==> config.mk <==
export PLATFORM = sky130hd
export DESIGN_NAME = ap_ctrl_hs_driver
export DESIGN_NICKNAME = d
export VERILOG_FILES = /design/src/rtl/dflow_drv_pkg.sv /design/src/rtl/dflow_stamp_fifo.sv /design/src/rtl/ap_ctrl_hs_driver.sv
export SDC_FILE = /design/constraint.sdc
export NUM_CORES = 1
export LEC_CHECK = 0
export ABC_AREA = 1
export BUFFER_PORTS_ARGS = -buffer_cell sky130_fd_sc_hd__buf_2
export CAP_MARGIN = 20
export CORE_ASPECT_RATIO = 0.5
export CORE_MARGIN = 2
export CORE_UTILIZATION = 40
export CTS_BUF_LIST = sky130_fd_sc_hd__clkbuf_8
export CTS_CLUSTER_SIZE = 12
export DETAILED_ROUTE_END_ITERATION = 8
export GPL_TIMING_DRIVEN = 0
export PLACE_DENSITY_LB_ADDON = 0.08
export REMOVE_ABC_BUFFERS = 1
export SETUP_SLACK_MARGIN = 0.15
export SYNTH_ARGS = -nofsm -noshare
export SYNTH_HDL_FRONTEND = slang
export SYNTH_HIERARCHICAL = 1
export SYNTH_SLANG_ARGS = --single-unit
==> constraint.sdc <==
create_clock -name clock -period 3.7 [get_ports clock]
set_clock_uncertainty 0.2 [all_clocks]
set_input_delay 0.74 -clock clock [delete_from_list [all_inputs] [get_ports clock]]
set_output_delay 0.74 -clock clock [all_outputs]
set_load 0.01 [all_outputs]
==> src/rtl/dflow_drv_pkg.sv <==
// Shared types and default widths for the ap_ctrl_hs initiator and its timestamp FIFO.
package dflow_drv_pkg;

    localparam int CNT_W_DEF = 16;
    localparam int LAT_W_DEF = 32;

    typedef enum logic [1:0] {
        IDLE  = 2'd0,
        ISSUE = 2'd1,
        DRAIN = 2'd2,
        DONE  = 2'd3
    } drv_state_t;

    typedef logic [LAT_W_DEF-1:0] stamp_t;

endpackage

==> src/rtl/dflow_stamp_fifo.sv <==
// Register FIFO of start timestamps; a push into an empty FIFO with a
// simultaneous pop passes the pushed stamp straight through to pop_data.
module dflow_stamp_fifo
    import dflow_drv_pkg::*;
#(
    parameter int W     = LAT_W_DEF,
    parameter int DEPTH = 4
) (
    input  logic         clock,
    input  logic         reset,
    input  logic         push,
    input  logic [W-1:0] push_data,
    input  logic         pop,
    output logic [W-1:0] pop_data,
    output logic         empty,
    output logic         full
);
    localparam int PW = (DEPTH > 1) ? $clog2(DEPTH) : 1;

    logic [W-1:0]  mem_reg [DEPTH];
    logic [PW-1:0] wr_ptr_reg;
    logic [PW-1:0] rd_ptr_reg;
    logic [PW:0]   count_reg;
    logic          bypass;
    logic          do_push;
    logic          do_pop;

    function automatic logic [PW-1:0] ptr_inc(input logic [PW-1:0] p);
        return (p == PW'(DEPTH - 1)) ? '0 : p + PW'(1);
    endfunction

    assign empty    = (count_reg == '0);
    assign full     = (count_reg == (PW + 1)'(DEPTH));
    assign bypass   = empty & push & pop;
    assign do_push  = push & ~full & ~bypass;
    assign do_pop   = pop & ~empty;
    assign pop_data = empty ? push_data : mem_reg[rd_ptr_reg];

    always_ff @(posedge clock) begin
        if (do_push) begin
            mem_reg[wr_ptr_reg] <= push_data;
        end
    end

    always_ff @(posedge clock) begin
        if (reset) begin
            wr_ptr_reg <= '0;
            rd_ptr_reg <= '0;
            count_reg  <= '0;
        end else begin
            if (do_push) begin
                wr_ptr_reg <= ptr_inc(wr_ptr_reg);
            end
            if (do_pop) begin
                rd_ptr_reg <= ptr_inc(rd_ptr_reg);
            end
            count_reg <= count_reg + (PW + 1)'(do_push) - (PW + 1)'(do_pop);
        end
    end

endmodule

==> src/rtl/ap_ctrl_hs_driver.sv <==
// Initiator for the ap_ctrl_hs/ap_ctrl_chain block handshake with latency reporting.
// Optional watchdog enabled by defining DFLOW_DRV_TIMEOUT_EN.
module ap_ctrl_hs_driver
    import dflow_drv_pkg::*;
#(
    parameter int CNT_W       = CNT_W_DEF,
    parameter int LAT_W       = LAT_W_DEF,
    parameter int MAX_OUT     = 4,
    parameter int TIMEOUT_CYC = 100000
) (
    input  logic             clock,
    input  logic             reset,
    input  logic             cfg_start,
    input  logic [CNT_W-1:0] cfg_num_txn,
    input  logic [7:0]       cfg_cont_gap,
    output logic             ap_start,
    input  logic             ap_ready,
    input  logic             ap_done,
    output logic             ap_continue,
    output logic             busy,
    output logic             finish,
    output logic [CNT_W-1:0] txn_issued,
    output logic [CNT_W-1:0] txn_done,
    output logic             lat_valid,
    output logic [LAT_W-1:0] lat_value,
    output logic             proto_err,
    output logic             timeout_err
);
    drv_state_t       state_reg, state_next;
    logic [CNT_W-1:0] num_reg, num_next;
    logic [7:0]       gap_reg, gap_next;
    logic [CNT_W-1:0] issued_reg, issued_next;
    logic [CNT_W-1:0] done_reg, done_next;
    logic             start_reg, start_next;
    logic             cont_reg, cont_next;
    logic [7:0]       cont_cnt_reg, cont_cnt_next;
    logic             lat_valid_reg, lat_valid_next;
    logic [LAT_W-1:0] lat_value_reg, lat_value_next;
    logic             proto_reg, proto_next;
    logic [LAT_W-1:0] cyc_reg;

    logic             active;
    logic             start_acc;
    logic             done_acc;
    logic             fifo_push;
    logic             fifo_pop;
    logic [LAT_W-1:0] fifo_data;
    logic             fifo_empty;
    logic             fifo_full;

`ifdef DFLOW_DRV_TIMEOUT_EN
    localparam int WD_W = $clog2(TIMEOUT_CYC + 1);
    logic [WD_W-1:0] wdog_reg, wdog_next;
    logic            timeout_reg, timeout_next;
`endif

    assign active    = (state_reg == ISSUE) || (state_reg == DRAIN);
    assign start_acc = start_reg & ap_ready;
    assign done_acc  = ap_done & cont_reg;
    assign fifo_push = start_acc;
    // A done is legitimate if something is outstanding or is being started this very cycle.
    assign fifo_pop  = active & done_acc & (~fifo_empty | start_acc);

    dflow_stamp_fifo #(
        .W     (LAT_W),
        .DEPTH (MAX_OUT)
    ) u_stamp_fifo (
        .clock     (clock),
        .reset     (reset),
        .push      (fifo_push),
        .push_data (cyc_reg),
        .pop       (fifo_pop),
        .pop_data  (fifo_data),
        .empty     (fifo_empty),
        .full      (fifo_full)
    );

    always_comb begin
        state_next     = state_reg;
        num_next       = num_reg;
        gap_next       = gap_reg;
        issued_next    = issued_reg;
        done_next      = done_reg;
        start_next     = 1'b0;
        cont_next      = cont_reg;
        cont_cnt_next  = cont_cnt_reg;
        lat_valid_next = 1'b0;
        lat_value_next = lat_value_reg;
        proto_next     = proto_reg;

        if (!cont_reg) begin
            if (cont_cnt_reg == 8'd0) begin
                cont_next = 1'b1;
            end else begin
                cont_cnt_next = cont_cnt_reg - 8'd1;
            end
        end

        case (state_reg)
            IDLE, DONE: begin
                if (cfg_start) begin
                    num_next    = cfg_num_txn;
                    gap_next    = cfg_cont_gap;
                    issued_next = '0;
                    done_next   = '0;
                    proto_next  = 1'b0;
                    state_next  = (cfg_num_txn == '0) ? DONE : ISSUE;
                end else if (ap_done) begin
                    proto_next = 1'b1;
                end
            end
            ISSUE, DRAIN: begin
                if (start_acc) begin
                    issued_next = issued_reg + CNT_W'(1);
                end
                if (done_acc) begin
                    if (fifo_pop) begin
                        done_next      = done_reg + CNT_W'(1);
                        lat_valid_next = 1'b1;
                        lat_value_next = cyc_reg - fifo_data;
                        if (gap_reg != 8'd0) begin
                            cont_next     = 1'b0;
                            cont_cnt_next = gap_reg - 8'd1;
                        end
                    end else begin
                        proto_next = 1'b1;
                    end
                end
                if (state_reg == ISSUE) begin
                    if (issued_next == num_reg) begin
                        state_next = DRAIN;
                    end else if (start_reg && !ap_ready) begin
                        // a raised ap_start may not be withdrawn before ap_ready
                        start_next = 1'b1;
                    end else begin
                        start_next = ((issued_next - done_next) < CNT_W'(MAX_OUT))
                                     && !(fifo_full && !fifo_pop);
                    end
                end else if (done_next == num_reg) begin
                    state_next = DONE;
                end
            end
            default: state_next = IDLE;
        endcase

`ifdef DFLOW_DRV_TIMEOUT_EN
        wdog_next    = '0;
        timeout_next = timeout_reg;
        if (active && !(start_acc || done_acc)) begin
            wdog_next = wdog_reg + WD_W'(1);
            if (wdog_next == WD_W'(TIMEOUT_CYC)) begin
                timeout_next = 1'b1;
                start_next   = 1'b0;
                state_next   = DONE;
            end
        end
`endif
    end

    always_ff @(posedge clock) begin
        if (reset) begin
            state_reg     <= IDLE;
            num_reg       <= '0;
            gap_reg       <= '0;
            issued_reg    <= '0;
            done_reg      <= '0;
            start_reg     <= 1'b0;
            cont_reg      <= 1'b1;
            cont_cnt_reg  <= '0;
            lat_valid_reg <= 1'b0;
            lat_value_reg <= '0;
            proto_reg     <= 1'b0;
            cyc_reg       <= '0;
        end else begin
            state_reg     <= state_next;
            num_reg       <= num_next;
            gap_reg       <= gap_next;
            issued_reg    <= issued_next;
            done_reg      <= done_next;
            start_reg     <= start_next;
            cont_reg      <= cont_next;
            cont_cnt_reg  <= cont_cnt_next;
            lat_valid_reg <= lat_valid_next;
            lat_value_reg <= lat_value_next;
            proto_reg     <= proto_next;
            cyc_reg       <= cyc_reg + LAT_W'(1);
        end
    end

`ifdef DFLOW_DRV_TIMEOUT_EN
    always_ff @(posedge clock) begin
        if (reset) begin
            wdog_reg    <= '0;
            timeout_reg <= 1'b0;
        end else begin
            wdog_reg    <= wdog_next;
            timeout_reg <= timeout_next;
        end
    end
    assign timeout_err = timeout_reg;
`else
    assign timeout_err = 1'b0;
`endif

    assign ap_start    = start_reg;
    assign ap_continue = cont_reg;
    assign busy        = active;
    assign finish      = (state_reg == DONE);
    assign txn_issued  = issued_reg;
    assign txn_done    = done_reg;
    assign lat_valid   = lat_valid_reg;
    assign lat_value   = lat_value_reg;
    assign proto_err   = proto_reg;

endmodule

==> flow_metrics.py <==
metrics = {
    "status": {
        "status": "finished, final reports clean",
    },
    "die": {
        "die_x_microns": 286.4,
        "start_util_pct": 40.76,
        "num_io_pins": 100,
        "dieArea_sq_um": 41570,
        "fp.dieH_microns": 145.2,
        "rows": 51,
        "core-area_sq_um": 39120,
    },
    "detailed_routing": {
        "routed_via_density": 4.851,
        "dr_total_vias": 13730,
        "ant_nets": 0,
        "drc_errors": 0,
        "wl_per_cell_microns": 16.14,
        "drt_wl_total_microns": 45700,
        "drtPass1Iterations": 7,
        "drt_iter0_drc": 867,
    },
    "global_route": {
        "grt_pass1_vias": 12810,
        "grt_pass1_wl_microns": 70730,
        "grt_use_total_pct": 21.82,
        "grt_max_degree": 61,
        "antenna_found_initial": 0,
        "grt_overflow": 0,
    },
    "placed_design": {
        "dp_cells": 2717,
        "place_area_sq_um": 16950,
        "gp_congestion": 0.9474,
        "dpl.hpwl_microns": 29630,
        "port_buffers": 98,
    },
    "power": {
        "peakVddDrop_v": 0.0002823,
        "leakagePower_uw": 0.008798,
        "p_per_area_nw_per_um2": 560.6,
    },
    "setup_path": {
        "slowest_delay_ps": 420,
        "path_max_fanout": 32,
        "critical_path_buf_inv_count": 3,
        "crit_arrival_ps": 3720,
        "cp_cell_sequence": "buf_12 -> inv_16 -> or2_2 -> nand2_1 -> nand2_1 -> nand2_1 -> nand2_2 -> ha_4 -> fa_2 -> o21ai_4 -> a21oi_4 -> o21ai_4 -> a21oi_4 -> o21ai_2 -> nand4_1 -> nand3_1 -> nand3_1 -> o211ai_1 -> inv_1",
        "path_delay_family": "simple AND/OR/NAND/NOR gates",
        "cpMostUsedCell": "nand2_1",
        "crit_required_ps": 4000,
        "slowest_stage": "fa_2",
        "path_class": "flop to flop",
        "cp-end-kind": "flop",
        "r2r_slack_ps": 280,
        "cp-start-kind": "flop",
    },
    "final_layout": {
        "stdcell_area_sq_um": 18720,
        "areaGrowthSynthToFinish_pct": 17.37,
        "fin_cells": 2831,
        "fin_util_pct": 47.85,
        "diodes": 0,
        "ff_latch_area_sq_um": 6723,
        "drive_above_1_share_pct": 16.04,
        "multiInputGateArea_sq_um": 8188,
        "nFillCells": 3987,
        "largest_register_ffs": 128,
        "final_nets": 2359,
    },
    "synthesis": {
        "syn_area_sq_um": 15950,
        "yosysWarnings": 6,
        "ys_types": 56,
        "synth_area_leader_cell": "edfxtp_1",
        "synth-edff-count": 128,
        "synthTopCellsByArea": "edfxtp_1 24%, dfxtp_1 18%, nand2_1 13%",
        "yosysSeqAreaShare_pct": 42.06,
        "synth_seq_cells": 271,
        "syn_inst": 2142,
        "synthArstFlopShare_pct": 0,
        "avgSynthCellArea_sq_um": 7.444,
        "synth_top_area_share_pct": 24.11,
        "synthFlopType": "dfxtp_1",
    },
    "sta": {
        "maxSlewViolCount": 0,
        "worstMarginPinSlew_ps": 858.5,
        "finalSetupViolCount": 0,
        "final.period_utilization_pct": 92.30,
        "slew_headroom_pct": 42.24,
        "period_needed_ps": 3415,
        "clock.fmax_ghz": 0.2928,
        "rsz0062_at_grt": "true",
        "hold_viol": 0,
    },
    "clock_network": {
        "clock_latency_ps": 610,
        "holdBufCountCts": 0,
        "h-tree-depth": 2,
        "clkTransAtPathRegs_ps": 70,
        "cts_root_buf": "clkbuf_8",
        "cts_tree": "built",
        "cts_num_sinks": 271,
        "cts_max_path_buffers": 3,
        "cts_buffers": 44,
    },
    "worst_hold_path": {
        "min-delay-start": "cfg_num_txn[14]",
        "hp-class": "primary input to flop",
    },
    "flow_run": {
        "maxCapViolations": 0,
    },
}
[placed cells by master, fill, tap and decap left out, types with 6 or more instances in the layout]
cell type | synthesis | layout
or2_2 | 11 | 11
dfxtp_1 | 143 | 134
dfxtp_2 | 0 | 7
nor2_1 | 260 | 250
a21oi_2 | 2 | 19
nand4_1 | 32 | 32
nand3b_1 | 8 | 8
o21ai_1 | 10 | 13
clkinv_1 | 3 | 11
nor2_4 | 3 | 11
o21a_1 | 9 | 9
edfxtp_1 | 128 | 128
clkinv_2 | 0 | 7
nor4_1 | 7 | 6
nand2_2 | 21 | 30
buf_4 | 5 | 21
a31oi_1 | 9 | 7
ha_1 | 62 | 47
buf_12 | 3 | 8
nor2_2 | 19 | 21
o21ai_0 | 87 | 77
inv_1 | 306 | 314
buf_2 | 10 | 97
xnor2_1 | 17 | 16
nand3_1 | 107 | 106
o21bai_1 | 7 | 7
clkbuf_8 | 1 | 50
or2_0 | 28 | 28
nor3_1 | 33 | 30
a21oi_1 | 123 | 101
ha_2 | 0 | 11
xor2_1 | 56 | 51
nand2_1 | 542 | 531
[tightest hold or removal path: cells and delay by family]
| family | cells | cell delay (ps) |
|---|---|---|
| AOI/OAI and AO/OA | 1 | 70 |
| buffers and inverters | 1 | 90 |
| and+or+nand+nor | 1 | 70 |
[area by class of cell]
class                           instances  area share [%]
Clock inverter                         31           1.016
Sequential cell                       271           35.92
Tap cell                              530           3.543
Inverter                              314           6.578
Multi-Input combinational cell       1498           43.75
Timing Repair inverter                  2          0.1337
Timing Repair Buffer                  135           5.382
Clock buffer                           50           3.677
[per-stage QoR]
| stage | worst slack (ps) | total power [uW] | hold WS [ps] | TNS [ps] |
|---|---|---|---|---|
| 2_1_floorplan | -1138 | 5945 | 264.0 | -48350 |
| 3_3_place_gp | -3569 | 7083 | 277.3 | -516860 |
| 3_5_place_dp | -1478 | 7208 | 286.7 | -128760 |
| 4_1_cts | 169.0 | 10190 | 160.5 | 0 |
| 5_1_grt | 52.70 | 11180 | 192.0 | 0 |
| 6_report | 285.0 | 10490 | 202.3 | 0 |
[logic make-up (layout without fill, tap and decap cells)]
kind of cell,after synthesis,count (layout),synth area share (%)
other,1,1,0.02352
xor gates and xnor gates,74,74,4.151
adders and majority gates,64,64,5.116
buffers and inverters,375,532,9.824
DFF,271,271,42.06
AOI/OAI and AO/OA,273,273,9.416
and+or+nand+nor,1084,1086,29.41
[report_power, final]
part	leakage, uW	total [uW]	internal (uW)	switching, uW
combinational	0.00591	4290	1560	2720
sequential	0.00239	3520	3360	162
clock	0.000491	2690	1380	1300
[synthesized netlist by cell type (3+ instances only)]
master / n
o21bai_1: 7
clkbuf_1: 31
dfxtp_1: 143
nand2_1: 542
buf_6: 8
nand3_1: 107
buf_2: 10
a21oi_1: 123
nand2_4: 3
or2_0: 28
inv_1: 306
edfxtp_1: 128
buf_4: 5
nor4_1: 7
nand2_2: 21
o211ai_1: 5
a31oi_1: 9
nand3b_1: 8
xnor2_1: 17
o21ai_1: 10
nor2_4: 3
clkinv_1: 3
or2_2: 11
a21o_1: 3
o21ai_0: 87
a221oi_1: 4
clkbuf_2: 3
nor3_1: 33
nor2_1: 260
nand4_2: 3
nor2_2: 19
buf_12: 3
nand4_1: 32
xor2_1: 56
a211oi_1: 5
o21a_1: 9
ha_1: 62
inv_2: 4
[repair_timing]
item,in CTS,in global routing
cloned,4,1
buffers inserted,18,10
setup endpoints to repair,178,21
resized for setup,36,99
pin swaps,8,31
[per-layer routing]
layer | up-vias | wire, microns | GRT usage (%)
met1 | 6279 | 22140 | 30.59
met4 | 0 | 979 | 5.262
met2 | 259 | 20290 | 34.87
li1 | 7127 | - | -
met5 | - | 0 | 0
met3 | 67 | 2286 | 3.805
[worst paths after layout]
check,endpoint,cells after the start
max,lat_value[30],19
max reg2reg,lat_value[30],19
min,num_reg[14],3
min reg2reg,cyc_reg[0],1
Note: power is estimated with default switching activity, not from simulation.
